File: src/rtl/phj_pkg.sv
// Shared hash-join definitions: phase encoding and tuple/hash/serial widths.
package phj_pkg;

  localparam int TUPLE_W  = 64;
  localparam int HASH_W   = 32;
  localparam int SERIAL_W = 64;

  typedef enum logic [2:0] {
    PH_IDLE        = 3'd0,
    PH_BUILD       = 3'd1,
    PH_BUILD_DRAIN = 3'd2,
    PH_PROBE       = 3'd3,
    PH_PROBE_WAIT  = 3'd4,
    PH_DONE        = 3'd5
  } phase_e;

endpackage

File: src/rtl/hash_join_phase_ctrl.sv
// Sequences one hash join: build pass-through, table settle, probe pass-through,
// then waits for the last hash-table result while keeping run statistics.
module hash_join_phase_ctrl
  import phj_pkg::*;
#(
  parameter int DRAIN_CYCLES = 8,
  parameter int CNT_W        = 32
) (
  input  logic                clk,
  input  logic                reset,
  input  logic                start,
  output logic                busy,
  output logic                done,
  output logic [2:0]          phase,

  input  logic                s_build_valid,
  output logic                s_build_ready,
  input  logic [TUPLE_W-1:0]  s_build_data,
  input  logic [HASH_W-1:0]   s_build_hash,
  input  logic                s_build_last,

  input  logic                s_probe_valid,
  output logic                s_probe_ready,
  input  logic [TUPLE_W-1:0]  s_probe_data,
  input  logic [HASH_W-1:0]   s_probe_hash,
  input  logic                s_probe_last,

  output logic                ht_build_valid,
  input  logic                ht_build_ready,
  output logic [TUPLE_W-1:0]  ht_build_data,
  output logic [HASH_W-1:0]   ht_build_hash,
  output logic                ht_build_last,

  output logic                ht_probe_valid,
  input  logic                ht_probe_ready,
  output logic [TUPLE_W-1:0]  ht_probe_data,
  output logic [HASH_W-1:0]   ht_probe_hash,
  output logic                ht_probe_last,
  output logic [SERIAL_W-1:0] ht_serialnum,

  input  logic                ht_out_valid,
  input  logic                ht_out_ready,
  input  logic                ht_out_last,
  input  logic                ht_out_joined,

  output logic [CNT_W-1:0]    build_count,
  output logic [CNT_W-1:0]    probe_count,
  output logic [CNT_W-1:0]    match_count
);

  localparam logic [CNT_W-1:0] CNT_MAX   = {CNT_W{1'b1}};
  localparam logic [CNT_W-1:0] CNT_ONE   = {{(CNT_W-1){1'b0}}, 1'b1};
  localparam logic [7:0]       DRAIN_LD  = 8'(DRAIN_CYCLES);

  phase_e           state_r, state_s;
  logic [7:0]       drain_r, drain_s;
  logic [CNT_W-1:0] build_count_r, probe_count_r, match_count_r;

  logic in_build_s, in_probe_s, build_fire_s, probe_fire_s;
  logic out_fire_s, match_s, launch_s;

  assign in_build_s   = (state_r == PH_BUILD);
  assign in_probe_s   = (state_r == PH_PROBE);
  assign build_fire_s = in_build_s & s_build_valid & ht_build_ready;
  assign probe_fire_s = in_probe_s & s_probe_valid & ht_probe_ready;
  assign out_fire_s   = ht_out_valid & ht_out_ready;
  assign match_s      = out_fire_s & ht_out_joined &
                        ((state_r == PH_PROBE) | (state_r == PH_PROBE_WAIT));
  assign launch_s     = start & ((state_r == PH_IDLE) | (state_r == PH_DONE));

  // Zero-latency stream gating: each stream only flows in its own phase.
  assign ht_build_valid = in_build_s & s_build_valid;
  assign s_build_ready  = in_build_s & ht_build_ready;
  assign ht_build_data  = s_build_data;
  assign ht_build_hash  = s_build_hash;
  assign ht_build_last  = s_build_last;

  assign ht_probe_valid = in_probe_s & s_probe_valid;
  assign s_probe_ready  = in_probe_s & ht_probe_ready;
  assign ht_probe_data  = s_probe_data;
  assign ht_probe_hash  = s_probe_hash;
  assign ht_probe_last  = s_probe_last;
  assign ht_serialnum   = SERIAL_W'(probe_count_r);

  assign phase       = state_r;
  assign busy        = (state_r != PH_IDLE) & (state_r != PH_DONE);
  assign done        = (state_r == PH_DONE);
  assign build_count = build_count_r;
  assign probe_count = probe_count_r;
  assign match_count = match_count_r;

  // Phase state and settle down-counter registers.
  always_ff @(posedge clk or posedge reset) begin
    if (reset) begin
      state_r <= PH_IDLE;
      drain_r <= 8'd0;
    end else begin
      state_r <= state_s;
      drain_r <= drain_s;
    end
  end

  // Next-phase decode; the drain counter is loaded when the last build beat lands.
  always_comb begin
    state_s = state_r;
    drain_s = drain_r;
    case (state_r)
      PH_IDLE, PH_DONE: begin
        if (start) state_s = PH_BUILD;
        else       state_s = state_r;
      end
      PH_BUILD: begin
        if (build_fire_s && s_build_last) begin
          state_s = PH_BUILD_DRAIN;
          drain_s = DRAIN_LD;
        end else begin
          state_s = PH_BUILD;
        end
      end
      PH_BUILD_DRAIN: begin
        if (drain_r <= 8'd1) begin
          state_s = PH_PROBE;
          drain_s = 8'd0;
        end else begin
          drain_s = drain_r - 8'd1;
        end
      end
      PH_PROBE: begin
        if (probe_fire_s && s_probe_last) state_s = PH_PROBE_WAIT;
        else                              state_s = PH_PROBE;
      end
      PH_PROBE_WAIT: begin
        if (out_fire_s && ht_out_last) state_s = PH_DONE;
        else                           state_s = PH_PROBE_WAIT;
      end
      default: begin
        state_s = PH_IDLE;
        drain_s = 8'd0;
      end
    endcase
  end

  // Saturating run statistics, cleared when a new run is launched.
  always_ff @(posedge clk or posedge reset) begin
    if (reset) begin
      build_count_r <= '0;
      probe_count_r <= '0;
      match_count_r <= '0;
    end else if (launch_s) begin
      build_count_r <= '0;
      probe_count_r <= '0;
      match_count_r <= '0;
    end else begin
      if (build_fire_s && (build_count_r != CNT_MAX))
        build_count_r <= build_count_r + CNT_ONE;
      if (probe_fire_s && (probe_count_r != CNT_MAX))
        probe_count_r <= probe_count_r + CNT_ONE;
      if (match_s && (match_count_r != CNT_MAX))
        match_count_r <= match_count_r + CNT_ONE;
    end
  end

endmodule

File: config.mk
export PLATFORM = sky130hd
export DESIGN_NAME = hash_join_phase_ctrl
export DESIGN_NICKNAME = d
export VERILOG_FILES = /design/src/rtl/phj_pkg.sv /design/src/rtl/hash_join_phase_ctrl.sv
export SDC_FILE = /design/constraint.sdc
export NUM_CORES = 1
export LEC_CHECK = 0
export ABC_AREA = 1
export CORE_AREA = 10 10 214 216
export CTS_CLUSTER_DIAMETER = 50
export DETAILED_ROUTE_END_ITERATION = 16
export DIE_AREA = 0 0 224 226
export SYNTH_ARGS = -nofsm -noshare
export SYNTH_HDL_FRONTEND = slang
export SYNTH_SLANG_ARGS = --single-unit
export TNS_END_PERCENT = 5
File: constraint.sdc
create_clock -name clk -period 4.6 [get_ports clk]
set_input_delay 0.46 -clock clk [delete_from_list [all_inputs] [get_ports clk]]
set_output_delay 0.46 -clock clk [all_outputs]
set_load 0.02 [all_outputs]
==> summary.md <==
| Metric | Value |
|---|---|
| Synth Instances | `1417` |
| Sequential area share after synthesis | `28.7%` |
| Clock period minus worst slack | `2.69 ns` |
| Crit end category | `register` |
| Grt ovf | `0` |
| WL met3 | `3.26 mm` |
| Final setup fails | `0` |
| Number of unique standard cell types used by synthesis | `36` |
| Slowest stage cell, crit path | `nor2_4` |
| Via count | `8323` |
| Final cell count without fillers | `1874` |
| Warnings, synthesis | `0` |
| Worst Path Buf+Inv | `4` |
| Clock network latency to the later pin of the worst-skew pair | `0.38 ns` |
| CTS Buf Count | `9` |
| Async SR Flop Fraction | `100%` |
| Synthesized area per cell | `6.58 um2` |
| HP Class | `reg2reg` |
| Slew Limit Fails | `0` |
| # Post-CTS Setup Buffers | `0` |
| TritonRoute pass-1 iters | `6` |
| Status | `finished clean` |
| Most common cell after layout, fill and taps aside | `nand2_1` |
| Post-DP Area | `0.00955 mm2` |
| Max-cap violation count | `0` |
| Ys flop type | `dfrtp_1` |
| HPWL after DPL | `22.7 mm` |
| Max incr delay on CP | `0.43 ns` |
| Fillers | `4632` |
| Vias in the first global route | `7933` |
| Final GP Congestion | `0.898` |
| Lkg Pwr | `0.00428 uW` |
| Pin count of the biggest net entering global routing | `77` |
| Die area | `0.0506 mm2` |
| Layout Utilization | `23.7%` |
| WL/cell | `15.9 um` |
| Htree depth | `3` |
| CTS tree | `yes` |
| Most frequent cells in the layout | `nand2_1, nor2_1, clkdlybuf4s50_1` |
| Final period util | `58.6%` |
| Global-route wire length before repair | `46.1 mm` |
| Worst-margin pin slew | `1.26 ns` |
| GRT Util Overall | `11.6%` |
| Die height | `226 um` |
| Clock tree buffer depth | `2` |
| Initial Util | `22.4%` |
| Num rows | `75` |
| Initial antenna violation count | `1` |
| Area Overhead vs Synth | `5.49%` |
| Chip width | `224 um` |
| Peak supply drop | `0.000148 V` |
| Req. time, crit path | `4.85 ns` |
| CP delay by family, top | `simple AND/OR/NAND/NOR gates` |
| Layout cell share with drive strength beyond 1 | `4.64%` |
| Hold Slack | `0.498 ns` |
| Post-Route Setup TNS | `0 ns` |
| Hold buffer count at CTS | `0` |
| Cts repair resizes | `0` |
| DP Cell Count | `1858` |
| I/O Buffers | `151` |
| Initial drt markers | `604` |
| Number of flops mapped to enable cells by yosys | `0` |
| Clock Skew | `0.0165 ns` |
| P per Cell Area | `324 mW/mm2` |
| Nets | `1540` |
| CTS clk-pin slew, worst paths | `0.08 ns` |
| CP Class | `reg2reg` |
| DR vias/cell | `4.44` |
| Post-route cell area | `0.00983 mm2` |
| I/O Pins | `568` |
| DRC Markers | `0` |
| DR WL met2 | `13.1 mm` |
| Core area | `0.0416 mm2` |
| CP startpoint kind | `register` |
| Worst-path cell chain | `inv_1 > o21ai_1 > nor2_1 > inv_2 > nor2_4 > inv_4 > nand2_4 > clkinv_2 > nand2_1 > nand2_1` |
| Worst slew margin | `15.7%` |
| Routed Antenna Nets | `0` |
| Yosys reg bits | `107` |
| Crit path DAT | `2.95 ns` |
| Worst-path maximum fanout | `50` |
| Final wirelength | `29.9 mm` |
| Cell mode on critical path | `nand2_1` |
| N_diodes | `0` |
| CTS Sinks | `107` |
| CTS root buf | `clkbuf_16` |
| M1 wire length | `12.1 mm` |
| RSZ-0062 raised after global routing | `false` |
| Final hold vios | `0` |
| Max Clk Rate | `371 MHz` |
| Highest metal used | `met4` |
| Synthesized area | `0.00932 mm2` |
## tightest hold or removal path: cells and delay by family, from the launching register on
| family | cells | cell delay (ns) |
|---|---|---|
| and+or+nand+nor | 1 | 0.05 |
| AOI/OAI and AO/OA | 1 | 0.07 |
| DFF | 1 | 0.35 |
## per-stage QoR
stage,total power [uW],setup WS [ns]
after floorplan,2260,1.32
after global placement,2420,1.70
after detailed placement,2440,1.68
after CTS,3250,1.78
after global routing,3410,1.55
final,3190,1.91
## final timing paths
path / from / endpoint / slack, ns / depth (start not counted)
max in group asynchronous: reset / probe_count[13]$_DFFE_PP0P_ / 2.87 / 3
hold reg to reg: drain_r[1]$_DFFE_PP0P_ / drain_r[1]$_DFFE_PP0P_ / 0.50 / 2
hold / removal: drain_r[1]$_DFFE_PP0P_ / drain_r[1]$_DFFE_PP0P_ / 0.50 / 2
setup reg to reg: phase[1]$_DFFE_PP0P_ / probe_count[14]$_DFFE_PP0P_ / 1.91 / 10
setup / recovery: phase[1]$_DFFE_PP0P_ / probe_count[14]$_DFFE_PP0P_ / 1.91 / 10
min in group asynchronous: reset / build_count[31]$_DFFE_PP0P_ / 0.67 / 2
## report_power, final
part / switching [uW] / total [uW] / internal [uW]
Clock: 413 / 789 / 377
Combinational: 800 / 1180 / 385
Sequential: 174 / 1210 / 1040
## synthesized netlist by cell type (3+ instances only)
| master | n | area (um2) |
|---|---|---|
| clkbuf_1 | 7 | 26.3 |
| nor2_2 | 4 | 25.0 |
| nor2_1 | 185 | 694 |
| ha_1 | 5 | 62.6 |
| nand2_4 | 4 | 45.0 |
| inv_2 | 4 | 15.0 |
| nand3_1 | 75 | 375 |
| o21ai_0 | 12 | 60.1 |
| or2_2 | 16 | 100 |
| nand2_1 | 507 | 1900 |
| dfrtp_1 | 107 | 2680 |
| xor2_1 | 24 | 210 |
| buf_2 | 5 | 25.0 |
| xnor2_1 | 7 | 61.3 |
| nor3_1 | 3 | 15.0 |
| buf_4 | 268 | 2010 |
| nand2_2 | 4 | 25.0 |
| nor2_4 | 5 | 56.3 |
| nand4_1 | 64 | 400 |
| inv_1 | 91 | 342 |
## layer usage
layer  track usage [%]  vias up
met2              17.4      425
met5             0.201        -
li1                  -     3967
met4              6.74        0
met1              13.6     3820
met3              4.71      111
## logic make-up after synthesis
family | share of synthesized area [%]
buffers and inverters | 26.4
other | 0.0402
flip-flops | 28.7
adder cells (fa/ha/maj) | 0.671
AND/OR/NAND/NOR | 39.7
AO/OA/AOI/OAI | 1.57
XOR/XNOR | 2.91
## flip-flops by register name (all words and copies together), names as in the netlist
name,count
build_count,32
drain_r,8
match_count,32
phase,3
probe_count,32
## area by class of cell
type / count / area [um2] / area share, %
multi-input combinational: 962 / 4300 / 43.8
sequential: 107 / 2680 / 27.2
timing repair buffer: 153 / 1530 / 15.5
tap: 539 / 674 / 6.86
inverter: 97 / 370 / 3.77
clock buffer: 11 / 233 / 2.37
clock inverter: 5 / 48.8 / 0.496
Note: power is estimated with default switching activity, not from simulation.
